[config.mk]
export PLATFORM = sky130hd
export DESIGN_NAME = fifo_rd_ctrl
export DESIGN_NICKNAME = d
export VERILOG_FILES = /design/src/rtl/fifo_pkg.sv /design/src/rtl/ptr_sync.sv /design/src/rtl/fifo_rd_ctrl.sv
export SDC_FILE = /design/constraint.sdc
export NUM_CORES = 1
export LEC_CHECK = 0
export BUFFER_PORTS_ARGS = -buffer_cell sky130_fd_sc_hd__buf_2
export CORE_ASPECT_RATIO = 2
export CORE_UTILIZATION = 25
export DETAILED_ROUTE_END_ITERATION = 7
export GPL_TIMING_DRIVEN = 0
export MAX_ROUTING_LAYER = met4
export PLACE_DENSITY = 0.5
export SYNTH_ARGS = -nofsm -noshare
export SYNTH_HDL_FRONTEND = slang
export SYNTH_HIERARCHICAL = 1
export SYNTH_SLANG_ARGS = --single-unit
[constraint.sdc]
create_clock -name clk -period 6.95 [get_ports clk]
set_input_delay 0 -clock clk [delete_from_list [all_inputs] [get_ports clk]]
set_output_delay 0 -clock clk [all_outputs]
set_load 0.1 [all_outputs]
[src/rtl/fifo_pkg.sv]
// Shared async-FIFO definitions: default widths and gray/binary pointer conversion
// used by both the read and write halves.
package fifo_pkg;

  localparam int ADDR_W_DEF = 3;
  localparam int DATA_W_DEF = 8;

  // Conversions work on a wide vector; callers zero-extend narrower pointers and
  // truncate the result, which is exact because the extra gray/binary bits are zero.
  localparam int GRAY_MAX_W = 32;
  typedef logic [GRAY_MAX_W-1:0] gvec_t;

  function automatic gvec_t bin2gray(input gvec_t b);
    return b ^ (b >> 1);
  endfunction

  function automatic gvec_t gray2bin(input gvec_t g);
    gvec_t b;
    b = '0;
    b[GRAY_MAX_W-1] = g[GRAY_MAX_W-1];
    for (int i = GRAY_MAX_W-2; i >= 0; i--) b[i] = b[i+1] ^ g[i];
    return b;
  endfunction

endpackage

[src/rtl/ptr_sync.sv]
// Two-flop synchroniser for a gray-coded pointer crossing clock domains.
module ptr_sync #(
  parameter int W = 4
) (
  input  logic         clk,
  input  logic         rst,
  input  logic [W-1:0] d_i,
  output logic [W-1:0] q_o
);

  logic [W-1:0] q1_q, q2_q;

  always_ff @(posedge clk or negedge rst) begin
    if (!rst) begin
      q1_q <= '0;
      q2_q <= '0;
    end else begin
      q1_q <= d_i;
      q2_q <= q1_q;
    end
  end

  assign q_o = q2_q;

endmodule

[src/rtl/fifo_rd_ctrl.sv]
// Read-domain controller of the async FIFO: synchronised empty/level tracking and a
// first-word-fall-through output register with valid/ready handshake.
module fifo_rd_ctrl
  import fifo_pkg::*;
#(
  parameter int ADDR_W    = ADDR_W_DEF,
  parameter int DATA_W    = DATA_W_DEF,
  parameter int AE_THRESH = 1
) (
  input  logic              clk,
  input  logic              rst,
  input  logic [ADDR_W:0]   wr_gptr_async,
  input  logic [DATA_W-1:0] mem_rdata,
  input  logic              rd_ready,
  output logic [ADDR_W-1:0] rd_addr,
  output logic [ADDR_W:0]   rd_gptr,
  output logic [DATA_W-1:0] rd_data,
  output logic              rd_valid,
  output logic              empty,
  output logic              almost_empty,
  output logic [ADDR_W:0]   mem_level
);

  localparam int PW = ADDR_W + 1;

  logic [PW-1:0]     wq2, wr_bin_s;
  logic [PW-1:0]     rd_bin_q, rd_bin_d;
  logic [PW-1:0]     rd_gptr_q, rd_gptr_d;
  logic [DATA_W-1:0] rd_data_q;
  logic              rd_valid_q;
  logic              mem_empty, fetch;
  logic [31:0]       rd_total;

  ptr_sync #(.W(PW)) u_wptr_sync (
    .clk (clk),
    .rst (rst),
    .d_i (wr_gptr_async),
    .q_o (wq2)
  );

  assign wr_bin_s = PW'(gray2bin(gvec_t'(wq2)));

  // Both sides of the compare are flops, so empty cannot glitch mid-cycle.
  assign mem_empty = (rd_gptr_q == wq2);
  assign fetch     = !mem_empty && (!rd_valid_q || rd_ready);

  always_comb begin
    rd_bin_d  = rd_bin_q + PW'(1);
    rd_gptr_d = PW'(bin2gray(gvec_t'(rd_bin_d)));
  end

  always_ff @(posedge clk or negedge rst) begin
    if (!rst) begin
      rd_bin_q   <= '0;
      rd_gptr_q  <= '0;
      rd_data_q  <= '0;
      rd_valid_q <= 1'b0;
    end else if (fetch) begin
      rd_data_q  <= mem_rdata;
      rd_valid_q <= 1'b1;
      rd_bin_q   <= rd_bin_d;
      rd_gptr_q  <= rd_gptr_d;
    end else if (rd_valid_q && rd_ready) begin
      rd_valid_q <= 1'b0;
    end
  end

  assign mem_level    = wr_bin_s - rd_bin_q;
  assign rd_total     = 32'(mem_level) + 32'(rd_valid_q);
  assign almost_empty = (rd_total <= 32'(AE_THRESH));

  assign rd_addr  = rd_bin_q[ADDR_W-1:0];
  assign rd_gptr  = rd_gptr_q;
  assign rd_data  = rd_data_q;
  assign rd_valid = rd_valid_q;
  assign empty    = !rd_valid_q;

endmodule

==> results by stage <==
Global routing:
- For this run, the total global-route usage over all layers was measured as approximately 11%.
- The remaining global-route overflow is 0.
- The maximum number of pins on one net before global-route repair is 25.
- The first-pass GRT wire length is 4.11 mm.
- The number of global-route vias before repair is between 900 and 1000.
- The initial antenna violation count is 0.

STA:
- Dividing the final minimum period by the clock period gives 45.7%.
- The highest attainable clock frequency is 315 MHz.
- The hold violation total from the final report is 0.
- Setup repair after global routing left no endpoint under its margin.
- The setup-violating endpoint count in the final report is 0.
- At the pin with the least slew margin, the transition time is approximately 540 ps.
- After layout, the minimum clock period comes to 3180 ps.
- The maximum clock skew at final layout is 1.51 ps.
- The number of slew-limit violations in the final report is 0.
- The setup TNS is 0 ps.
- Measured against its own limit, the worst slew margin works out to 64.3%.

Setup path:
- The critical path's largest stage delay is 460 ps.
- The number of buffers and inverters on the critical path is 1.
- The setup check on the worst reg-to-reg path leaves a slack of between 5000 and 6000 ps.
- The cell family with the largest share of critical-path delay is XOR/XNOR gates.
- The signal on the critical path passes through xor2_1, xnor2_1, xor2_1, ha_1, fa_1, xnor2_1, a21boi_0, a21oi_1, a211oi_1, buf_2.
- The maximum fanout count along the critical path is 3.
- STA puts the critical path data arrival time at roughly 3200 ps.
- The most critical setup path has its startpoint at u_wptr_sync/q_o[3].
- The critical path endpoint category is a primary output.
- The startpoint identified for the worst register-to-register timing path is rd_bin_q[3].
- Measured in cells, the most critical reg-to-reg path has a length of 4.
- The capture point of the worst reg-to-reg path is rd_data[1].
- By startpoint and endpoint, the worst setup path is classified as reg -> out.
- The required time of the critical path is 6950 ps.
- The launching element type of the critical path is a flop.
- The total stage count of the critical path is 10.
- For this design, the slowest cell found on the critical path is sky130_fd_sc_hd__buf_2.

Final layout:
- 0 antenna diodes ended up in the layout.
- Cells with a size suffix above 1 make up 39.6% of the layout.
- From synthesis to final layout, the design area changed by 39.1%.
- In the final design database the tool counted between 150 and 200 nets.
- The design area is around 0.0016 sq mm.
- The final design utilization is 36.4%.
- The count of filler cells inserted in the layout is 431.

Yosys:
- After Yosys synthesis, and, or, nand and nor cells account for 6.65% of the synthesized area.
- After Yosys synthesis, full adders, half adders and majority gates account for 8.29% of the synthesized area.
- After synthesis, flip-flops and latches occupy between 50% and 60% of the total area.
- The cell type with the largest total area after synthesis is sky130_fd_sc_hd__dfrtp_1.
- After synthesis, the netlist uses 22 different library cells.
- After synthesis, the largest family of logic cells by area is XOR/XNOR gates.
- The synthesized netlist devotes 13.0% of its cell area to XOR and XNOR gates.
- The gate count after technology mapping is 86.
- After synthesis, the mean cell area works out to 13.3 sq um.
- The mux share of post-synthesis cell area is 10.8%.
- The total number of yosys warnings is 6.
- The synthesized design contains 24 register bits.
- The portion of synthesized cell area occupied by the leading cell type is 52.3%.
- The cell area after technology mapping is 0.00115 sq mm.
- The post-synthesis compound-gate area fraction is under 10%.
- The net count after synthesis is between 100 and 150.
- By area the synthesized netlist is led by sky130_fd_sc_hd__dfrtp_1 (52%), sky130_fd_sc_hd__mux2_2 (11%), sky130_fd_sc_hd__xnor2_1 (9.2%), sky130_fd_sc_hd__ha_1 (6.5%), sky130_fd_sc_hd__xor2_1 (3.8%).

Clock network:
- The number of gates resized after CTS was 0.
- The number of buffers created by CTS is 3.
- For this design, the sink count on the clock tree is 24.
- CTS built an H-tree with a depth of 1.
- The worst-skew pair later-pin latency is 260 ps.
- The CTS clock-pin slew for the worst setup and hold paths is 90 ps.
- In this run the clock root is driven by a sky130_fd_sc_hd__clkbuf_8.
- The maximum buffer depth of the clock tree is 2.
- The clock tree from TritonCTS is done.

Placement:
- The placed instance area is ~0.0014 sq mm.
- The congestion estimate from routability-driven global placement came to 0.741.
- The HPWL reported at the end of detailed placement is 1.71 mm.
- The number of buffers inserted by port buffering is 36.

Detailed routing:
- The first TritonRoute pass finished after 2 iterations.
- The via density per instance is 4.22.
- After detailed routing, the total wire length is 2.32 mm.
- Summing over every cut layer, the via total after detailed routing is 815.
- In the routed design, unresolved DRC markers number 0.
- Once detail routing completed, the nets flagged for antenna violations numbered 0.
- The detailed router finished its first iteration with 2 violations.
- The wire length per cell after detailed routing is roughly 12 um.

Worst hold path:
- The worst hold path passes through 3 cells.
- The classification of the worst-slack hold path is in -> reg.
- In this run the most critical hold path is launched from rd_ready.
- The end of the worst hold path is rd_valid.

Floorplan:
- The die width is 49.9 um.
- The total area inside the core boundary comes to 0.00438 sq mm.
- The die covers 0.00488 sq mm.
- From bottom edge to top edge, the die measures 97.8 um.
- The initial cell density of the core is about a quarter.
- The number of top-level design ports is 37.
- Row generation in the floorplan step produced 34 rows.

Status:
- The run finished with clean final reports.

Run:
- Max-cap violations in this run came to 0.
==> worst register-to-register path: stages (launching register included) <==
cell and delay, ps:
sky130_fd_sc_hd__dfrtp_1 480, sky130_fd_sc_hd__xnor2_1 220, sky130_fd_sc_hd__a41oi_4 310, sky130_fd_sc_hd__buf_6 210, sky130_fd_sc_hd__mux2_2 340
==> area by class of cell <==
cell class / instances / area [sq um] / share of cell area (%)
Inverter: 7 / 26.3 / 1.65
Sequential cell: 24 / 601 / 37.6
Multi-Input combinational cell: 54 / 509 / 31.9
Clock inverter: 1 / 30.0 / 1.88
Tap cell: 54 / 67.6 / 4.23
Timing Repair Buffer: 49 / 310 / 19.4
Clock buffer: 3 / 41.3 / 2.59
Buffer: 1 / 11.3 / 0.705
==> Yosys cell counts (all sizes together) <==
master,number
a21o,1
inv,7
mux2,11
o21ai,2
fa,1
ha,6
dfrtp,24
nand2,4
nor2,1
a21boi,1
xnor2,12
buf,1
a21oi,1
nor2b,2
a211oi,1
or2,1
and2,1
nand3,1
xor2,5
nand4,2
a41oi,1
==> logic make-up (layout without fill, tap and decap cells) <==
family / after synthesis / after routing
simple gates: 12 / 12
fa+ha+maj: 7 / 7
mux: 11 / 11
xor+xnor: 17 / 17
buf+inv: 8 / 61
flops: 24 / 24
compound gates: 7 / 7
==> sequential cells by signal (all words and copies together) (netlist names) <==
register	flops
rd_valid	1
rd_gptr	3
rd_data	8
rd_bin_q	4
u_wptr_sync/q1_q	4
u_wptr_sync/q_o	4
==> cells in the final DEF, fill, tap and decap left out <==
cell type / Yosys / layout
sky130_fd_sc_hd__a211oi_1: 1 / 1
sky130_fd_sc_hd__a21boi_0: 1 / 1
sky130_fd_sc_hd__a21o_1: 1 / 1
sky130_fd_sc_hd__a21oi_1: 1 / 1
sky130_fd_sc_hd__a41oi_4: 1 / 1
sky130_fd_sc_hd__and2_1: 1 / 1
sky130_fd_sc_hd__buf_2: 0 / 36
sky130_fd_sc_hd__buf_6: 1 / 1
sky130_fd_sc_hd__bufinv_16: 0 / 1
sky130_fd_sc_hd__clkbuf_8: 0 / 3
sky130_fd_sc_hd__dfrtp_1: 24 / 24
sky130_fd_sc_hd__dlygate4sd3_1: 0 / 13
sky130_fd_sc_hd__fa_1: 1 / 1
sky130_fd_sc_hd__ha_1: 6 / 6
sky130_fd_sc_hd__inv_1: 7 / 7
sky130_fd_sc_hd__mux2_2: 11 / 11
sky130_fd_sc_hd__nand2_1: 4 / 4
sky130_fd_sc_hd__nand3_1: 1 / 1
sky130_fd_sc_hd__nand4_1: 1 / 1
sky130_fd_sc_hd__nand4_4: 1 / 1
sky130_fd_sc_hd__nor2_1: 1 / 1
sky130_fd_sc_hd__nor2b_1: 2 / 2
sky130_fd_sc_hd__o21ai_0: 2 / 2
sky130_fd_sc_hd__or2_2: 1 / 1
sky130_fd_sc_hd__xnor2_1: 12 / 12
sky130_fd_sc_hd__xor2_1: 5 / 5
==> repair_timing <==
item | in CTS | in global routing
setup buffers | 0 | 0
hold buffers | 13 | 0
setup endpoints to repair | 0 | 0
endpoints found under the hold margin | 36 | 0
==> per-layer routing <==
layer  GRT usage [%]  vias to the layer above  routed length, um
met4            7.91                        0                 78
met1            11.5                      396                815
met3            1.40                        6                 87
met5               -                        -                  0
li1                -                      391                  -
met2            19.4                       22               1330
==> stage by stage <==
step / std cells / hold WS, ps / worst slack [ps]
detailed placement: 176 / 19.3 / 4050
global placement: 176 / 0.824 / 4120
floorplan: 86 / -296 / 1050
finish: 193 / 202 / 3770
CTS: 193 / 195 / 3750
global route: 193 / 213 / 3500
==> worst max path at each step <==
stage                    to  slack, ps
6_report       almost_empty       3770
5_1_grt        almost_empty       3500
4_1_cts        almost_empty       3750
3_5_place_dp   almost_empty       4050
3_3_place_gp   almost_empty       4120
2_1_floorplan  almost_empty       1050
Power is not shown: default switching activity piles up to over one toggle a cycle in this logic, so the estimate is an artifact.
